==> src/rtl/wb_uart_loader.sv <==
// wb_uart_loader: UART 8N1 boot loader issuing single Wishbone writes; define WB_UART_LOADER_CHECKSUM_EN for a trailing XOR checksum byte
module wb_uart_loader #(
    parameter int         CLKS_PER_BIT = 868,
    parameter int         TIMEOUT_BITS = 64,
    parameter logic [7:0] SYNC_BYTE    = 8'hA5
) (
    input  logic        wb_clk_i,
    input  logic        wb_rst_i,
    input  logic        uart_rx_i,
    output logic [31:0] wb_adr_o,
    output logic [31:0] wb_dat_o,
    output logic [3:0]  wb_sel_o,
    output logic        wb_we_o,
    output logic        wb_cyc_o,
    output logic        wb_stb_o,
    output logic [2:0]  wb_cti_o,
    output logic [1:0]  wb_bte_o,
    input  logic        wb_ack_i,
    input  logic        wb_err_i,
    input  logic        wb_rty_i,
    output logic        cpu_hold_o,
    output logic        done_o,
    output logic        error_o
);
    localparam int BW = $clog2(CLKS_PER_BIT);
    localparam logic [BW-1:0] BIT_END = BW'(CLKS_PER_BIT - 1);
    localparam logic [BW-1:0] HALF_END = BW'(CLKS_PER_BIT / 2 - 1);
    localparam int TMO = TIMEOUT_BITS * CLKS_PER_BIT;
    localparam int TW = $clog2(TMO + 1);
    localparam logic [TW-1:0] TMO_END = TW'(TMO);
    typedef enum logic [1:0] {R_IDLE, R_START, R_DATA, R_STOP} rx_t;
    typedef enum logic [2:0] {S_IDLE, S_ADDR, S_LEN, S_DATA, S_WRITE, S_CSUM, S_DONE, S_ABORT} state_t;
    rx_t           rx_st_q;
    logic [2:0]    sync_q;
    logic [BW-1:0] baud_q;
    logic [2:0]    bit_q;
    logic [7:0]    shift_q, buf_q;
    logic          full_q, frame_err_q, overrun_q;
    state_t        state_q;
    logic [1:0]    bcnt_q;
    logic [31:0]   addr_q, word_q;
    logic [15:0]   len_q;
    logic [TW-1:0] tmo_q;
    logic          cyc_q, hold_q, done_q, err_q;
    logic          take, counting;
    always_comb begin
        counting = state_q inside {S_ADDR, S_LEN, S_DATA, S_CSUM};
        take = full_q && (counting || state_q == S_IDLE);
    end
    always_ff @(posedge wb_clk_i) begin
        if (wb_rst_i) begin
            sync_q <= 3'b111;
            rx_st_q <= R_IDLE;
            baud_q <= '0;
            bit_q <= '0;
            shift_q <= '0;
            buf_q <= '0;
            full_q <= 1'b0;
            frame_err_q <= 1'b0;
            overrun_q <= 1'b0;
        end else begin
            sync_q <= {sync_q[1:0], uart_rx_i};
            frame_err_q <= 1'b0;
            overrun_q <= 1'b0;
            baud_q <= baud_q + BW'(1);
            if (take) full_q <= 1'b0;
            case (rx_st_q)
                R_IDLE: begin
                    baud_q <= '0;
                    if (sync_q[2] && !sync_q[1]) rx_st_q <= R_START;
                end
                R_START: if (baud_q == HALF_END) begin
                    baud_q <= '0;
                    bit_q <= '0;
                    rx_st_q <= sync_q[1] ? R_IDLE : R_DATA;
                end
                R_DATA: if (baud_q == BIT_END) begin
                    baud_q <= '0;
                    shift_q <= {sync_q[1], shift_q[7:1]};
                    bit_q <= bit_q + 3'd1;
                    if (bit_q == 3'd7) rx_st_q <= R_STOP;
                end
                default: if (baud_q == BIT_END) begin
                    rx_st_q <= R_IDLE;
                    if (!sync_q[1]) frame_err_q <= 1'b1;
                    else if (full_q && !take) overrun_q <= 1'b1;
                    else begin
                        buf_q <= shift_q;
                        full_q <= 1'b1;
                    end
                end
            endcase
        end
    end
`ifdef WB_UART_LOADER_CHECKSUM_EN
    localparam state_t S_END = S_CSUM;
    logic [7:0] csum_q;
    always_ff @(posedge wb_clk_i) begin
        if (wb_rst_i || state_q == S_IDLE) csum_q <= 8'h00;
        else if (take) csum_q <= csum_q ^ buf_q;
    end
`else
    localparam state_t S_END = S_DONE;
`endif
    always_ff @(posedge wb_clk_i) begin
        if (wb_rst_i) begin
            state_q <= S_IDLE;
            bcnt_q <= '0;
            addr_q <= '0;
            word_q <= '0;
            len_q <= '0;
            tmo_q <= '0;
            cyc_q <= 1'b0;
            hold_q <= 1'b0;
            done_q <= 1'b0;
            err_q <= 1'b0;
        end else begin
            done_q <= 1'b0;
            tmo_q <= (counting && !take) ? tmo_q + TW'(1) : '0;
            if (frame_err_q || overrun_q) err_q <= 1'b1;
            case (state_q)
                S_IDLE: if (take && buf_q == SYNC_BYTE) begin
                    state_q <= S_ADDR;
                    hold_q <= 1'b1;
                    err_q <= 1'b0;
                    bcnt_q <= '0;
                end
                S_ADDR: if (take) begin
                    addr_q <= {addr_q[23:0], buf_q};
                    bcnt_q <= bcnt_q + 2'd1;
                    if (bcnt_q == 2'd3) begin
                        addr_q <= {addr_q[23:0], buf_q[7:2], 2'b00};
                        state_q <= S_LEN;
                    end
                end
                S_LEN: if (take) begin
                    len_q <= {len_q[7:0], buf_q};
                    bcnt_q <= bcnt_q[0] ? 2'd0 : 2'd1;
                    if (bcnt_q[0]) state_q <= ({len_q[7:0], buf_q} == 16'd0) ? S_END : S_DATA;
                end
                S_DATA: if (take) begin
                    word_q <= {word_q[23:0], buf_q};
                    bcnt_q <= bcnt_q + 2'd1;
                    if (bcnt_q == 2'd3) begin
                        state_q <= S_WRITE;
                        cyc_q <= 1'b1;
                    end
                end
                // cyc low inside WRITE is the one-cycle gap before a retried attempt
                S_WRITE: if (!cyc_q) cyc_q <= 1'b1;
                else if (wb_err_i) begin
                    cyc_q <= 1'b0;
                    err_q <= 1'b1;
                    state_q <= S_ABORT;
                end else if (wb_ack_i) begin
                    cyc_q <= 1'b0;
                    addr_q <= addr_q + 32'd4;
                    len_q <= len_q - 16'd1;
                    state_q <= (len_q == 16'd1) ? S_END : S_DATA;
                end else if (wb_rty_i) cyc_q <= 1'b0;
`ifdef WB_UART_LOADER_CHECKSUM_EN
                S_CSUM: if (take) begin
                    state_q <= (buf_q == csum_q) ? S_DONE : S_ABORT;
                    if (buf_q != csum_q) err_q <= 1'b1;
                end
`endif
                S_DONE: begin
                    done_q <= 1'b1;
                    hold_q <= 1'b0;
                    state_q <= S_IDLE;
                end
                S_ABORT: begin
                    hold_q <= 1'b0;
                    state_q <= S_IDLE;
                end
                default: state_q <= S_IDLE;
            endcase
            if ((counting && tmo_q == TMO_END) || (overrun_q && state_q != S_IDLE)) begin
                state_q <= S_ABORT;
                cyc_q <= 1'b0;
                err_q <= 1'b1;
            end
        end
    end
    assign wb_adr_o = addr_q;
    assign wb_dat_o = word_q;
    assign wb_sel_o = 4'hF;
    assign wb_we_o = cyc_q;
    assign wb_cyc_o = cyc_q;
    assign wb_stb_o = cyc_q;
    assign wb_cti_o = 3'b000;
    assign wb_bte_o = 2'b00;
    assign cpu_hold_o = hold_q;
    assign done_o = done_q;
    assign error_o = err_q;
endmodule

==> config.mk <==
export PLATFORM = sky130hd
export DESIGN_NAME = wb_uart_loader
export DESIGN_NICKNAME = d
export VERILOG_FILES = /design/src/rtl/wb_uart_loader.sv
export SDC_FILE = /design/constraint.sdc
export NUM_CORES = 1
export LEC_CHECK = 0
export CAP_MARGIN = 15
export CELL_PAD_IN_SITES_DETAIL_PLACEMENT = 0
export CELL_PAD_IN_SITES_GLOBAL_PLACEMENT = 1
export CORE_ASPECT_RATIO = 0.5
export CORE_MARGIN = 3
export CORE_UTILIZATION = 30
export DETAILED_ROUTE_END_ITERATION = 16
export PLACE_DENSITY = 0.69
export SYNTH_ARGS = -nofsm -noshare
export SYNTH_HDL_FRONTEND = slang
export SYNTH_SLANG_ARGS = --single-unit
==> constraint.sdc <==
create_clock -name wb_clk_i -period 7.9 [get_ports wb_clk_i]
set_clock_uncertainty 0.1 [all_clocks]
set_input_delay 0.79 -clock wb_clk_i [delete_from_list [all_inputs] [get_ports wb_clk_i]]
set_output_delay 0.79 -clock wb_clk_i [all_outputs]
set_load 0.005 [all_outputs]
Yosys cells after proc, flatten, opt, wreduce, memory -nomap -nowiden
Cells that the tools add are included.
Operators by class
  add/subtract/negate cells: 6
  equality and inequality tests: 38
  mux-type cells: 66
  bitwise gates (word level): 5
  reduce and logical (&&, ||, !) cells: 42
Operators with widths (number)
  $mux 32: 4
  $mux 16: 4
  $pmux 32 s2: 1
  $mux 3: 15
  $add 32x3->32 const B: 1
  $pmux 16 s2: 1
  $pmux 10 s3: 1
  $mux 1: 21
  $mux 10: 2
  $mux 2: 10
  $ne 2x2->1 const B: 10
  $add 16x1->16 const B: 1
  $eq 16x1->1 const B: 1
  $eq 16x16->1 const B: 1
  $logic_not 16->1: 1
  $sub 16x1->16 const B: 1
  $eq 3x3->1 const B: 5
  $pmux 3 s5: 1
  $reduce_and 5->1: 3
  $ne 3x2->1 const B: 4
  $pmux 2 s3: 2
  $add 10x1->10 const B: 1
  $eq 10x10->1 const B: 1
  $eq 10x9->1 const B: 1
  other kinds (30): 64
Storage, ports and cells
  flip-flop bits (word level): 142
  input port bits: 6
  output and inout port bits: 79
  logic and storage cells: 176

Logic depth before layout (Yosys ltp)
  depth in word-level cells: 10
  gate-level depth with buffers: 9
  depth with buffers taken out: 7

Worst setup path after synthesis
OpenSTA, ideal clock, no wires.
  path type: register to register
  start: reg addr_q[9] (netlist: wb_adr_o[9])
  end: reg addr_q[29] (netlist: wb_adr_o[29])
  library setup time: 0.074 ns
  arrival: 2.355 ns
  required time: 7.726 ns
  slack: 5.371 ns
  cell stages (with the launch flop): 8
  path buffers: 2
  period minus slack after synthesis: 2.529 ns
  cell sequence: dfxtp_1 -> buf_4 -> nand4_1 -> or4_1 -> or4_1 -> buf_2 -> or4_1 -> a31oi_1
On the way
  word-level cells in the longest chain between the ends: 5
RTL lines
  from (decl): line 41  | logic [31:0] addr_q, word_q;
  from (signal assigned): line 129  | addr_q <= {addr_q[23:0], buf_q};
  from (signal assigned): line 132  | addr_q <= {addr_q[23:0], buf_q[7:2], 2'b00};
  from (signal assigned): line 157  | addr_q <= addr_q + 32'd4;
  $add 32x3->32: line 157
  $mux 32: line 155  | end else if (wb_ack_i) begin
  $mux 32: line 151  | else if (wb_err_i) begin
  $mux 32: line 150  | S_WRITE: if (!cyc_q) cyc_q <= 1'b1;
  $pmux 32 s2: line 121  | case (state_q)
Every way passes these cells. The select of a mux whose other input is x is not followed.
A chain may end at the register's enable or synchronous reset.

Final worst setup path
  start: reg addr_q[5] (netlist: wb_adr_o[5])
  end: reg addr_q[29] (netlist: wb_adr_o[29])
Same word-level chain as after synthesis.

==> summary.md <==
| Metric | Value |
|---|---|
| CP cell instances | nand3_1 > or4_1 > or4_1 > or4_1 > a31oi_1 |
| Core Area | 0.0223 mm2 |
| ANT nets after route | 0 |
| Share of layout cells above drive strength 1 | between 6 and 7% |
| Final Util | 38.2% |
| Syn. warnings | 0 |
| Worst path slowest cell | or4_1 |
| Met3 GRT Util | under 10% |
| Met2 Use GR | 26.0% |
| Placer Congestion | 0.820 |
| Ys flop type | dfxtp_1 |
| CTS buffer count | 17 |
| FF-to-FF setup slack | 4900 ps |
| RSZ-0062 raised after global routing | no |
| CP top delay family | simple AND/OR/NAND/NOR gates |
| Post-synthesis mux area share | 1.43% |
| Final count of negative-setup-slack endpoints | 0 |
| First-pass GRT wire length | 33700 um |
| Largest family of logic cells by synthesized area | simple AND/OR/NAND/NOR gates |
| Post-synth cell types | 68 |
| Mapped Avg Cell Area | 7.86 um2 |
| Power Density | roughly 180 mW/mm2 |
| Root buf cell | clkbuf_16 |
| # nets final | 956 |
| Row count | 38 |
| Grt ovf | 0 |
| Synthesized area | 0.00701 mm2 |
| Placed cell count | between 1000 and 1500 |
| Post-synth EDFFs | 0 |
| Commonest non-fill, non-tap cell in the layout | dfxtp_1 |
| Largest net degree at the start of global routing | 68 |
| CP Data Arrival Time | 3260 ps |
| Fraction of the mapped netlist area in adder cells | 2.68% |
| DR vias | roughly 6700 |
| Drt pass-1 iters | 5 |
| Lkg Pwr | 2.85 nW |
| Synth Area in Compound Gates | around a fifth |
| Final TNS setup | 0 ps |
| Run status | completed |
| Worst setup margin | ~4900 ps |
| WP data required | 8160 ps |
| Worst path max stage delay | 750 ps |
| Commonest non-fill, non-tap cells in the layout | dfxtp_1 (142), nand2_1 (135), a21oi_1 (93), nor2_1 (81), clkdlybuf4s50_1 (74) |
| Sequential fraction of the synthesis area | 40.5% |
| HP Class | register to register |
| Htree depth | 4 |
| Sinks on Clock Net | 142 |
| DIE AREA | 0.0254 mm2 |
| Routed WL per cell | 16.5 um |
| Initial antenna violation count | 0 |
| Synthesis-stage register bit count | 142 |
| Startpoint Class | register |
| Largest fanout on the critical path | 11 |
| Worst relative slew slack | 30.0% |
| Post-synthesis cell count | 892 |
| Place WS | 4930 ps |
| Initial core utilization | 31.4% |
| Clock latency on the worst-skew pair | 430 ps |
| Chip Height | 114 um |
| Drt first-iter violations | 661 |
| Hold_buf cts | 0 |
| Maximum vdd ir drop | 0.110 mV |
| Final wirelength | 20500 um |
| Non-filler cells, final | 1248 |
| IO Count | 85 |
| Slew of the pin with the lowest slew margin | between 1000 and 1500 ps |
| CTS Buffer Depth | 2 |
| Max-slew violations | 0 |
| Post-Synth XOR/XNOR Area | 2.87% |
| Final period util | 38.0% |
| Final Hold Viols | 0 |
| CTS tree | done |
| Die Wd | around 220 um |
| Vias in the first global route | 6292 |
| DR DRC count | 0 |
| Max-cap check violation count | 0 |
| P&R area growth vs syn | 21.5% |
| Simple-gate area share of the yosys netlist | 26.8% |
| Period minus WS final | 3000 ps |
| M1 GR Usage | between 20% and 30% |
| Busiest grt layer | met2 |
| Clk pin slew, worst setup/hold paths | around 60 ps |
| Worst Setup End Kind | register |
| Overall power | 1.57 mW |
| Fmax achieved | 0.333 GHz |
| Post-DP HPWL | 13700 um |
| Ys async rst share | 0% |
| Gr usage total | 16.4% |
| Crit path kind | register to register |
| Port bufs | 75 |
| Post-DR vias/cell | 5.35 |
| CP most frequent cell | or4_1 |
| PostCTS Resize Cnt | 0 |
| CP bufs+invs | 0 |
| Setup Buffers After CTS | 0 |
| Number of diodes | 0 |
## metal layers
layer / part of all wire [%] / vias to the layer above
li1: - / 3274
met1: 48 / 3232
met2: 45 / 150
met3: 4.8 / 25
met4: 1.7 / 0
met5: 0 / -
## synth_stat cells (17+ instances only)
library cell    n  area (um2)
a21oi_1        93         465
and3_1         17         106
clkbuf_1       53         199
dfxtp_1       142        2840
inv_1          21        78.8
nand2_1       135         507
nand3_1        33         165
nand4_1        18         113
nor2_1         81         304
nor3_1         24         120
o21ai_0        42         210
## final cells by class
class                      count  area, um2
fill                        2328      13800
clock buffer                  19        443
tap                          300        375
inverter                      21       78.8
timing repair buffer          86        831
sequential                   142       2840
clock inverter                13        131
multi-input combinational    667       3820
## cell families (layout without fill, tap and decap cells)
kind of cell	after synthesis	in the layout
AO/OA/AOI/OAI	226	226
XOR/XNOR	23	23
adder cells (fa/ha/maj)	15	15
buffers and inverters	90	139
flip-flops	142	142
multiplexers	10	10
other	2	9
AND/OR/NAND/NOR	384	384
## final timing paths
| kind | start | cells after the start | endpoint |
|---|---|---|---|
| hold / removal | sync_q[0] | 1 | sync_q[1] |
| setup reg to reg | wb_adr_o[5] | 5 | wb_adr_o[29] |
| setup / recovery | wb_adr_o[5] | 5 | wb_adr_o[29] |
| hold reg to reg | sync_q[0] | 1 | sync_q[1] |
## sequential cells by signal, indices dropped and copies added, names as in the netlist, 2 cells and up
name	count
bcnt_q	2
sync_q	3
wb_dat_o	32
baud_q	10
buf_q	8
wb_adr_o	32
state_q	3
len_q	16
rx_st_q	2
tmo_q	16
shift_q	8
bit_q	3
## metrics by stage
step / hold WS (ps) / cell area, um2
after CTS: 310 / 8520
after detailed placement: 295 / 7940
after global routing: 321 / 8520
after global placement: 297 / 7940
final: 308 / 8520
after floorplan: 289 / 7040
## report_power, final
group | internal, mW | switching, mW
clock network | 0.447 | 0.341
registers | 0.720 | 0.00698
logic | 0.0183 | 0.0344
Power figures use the tool's default switching activity.
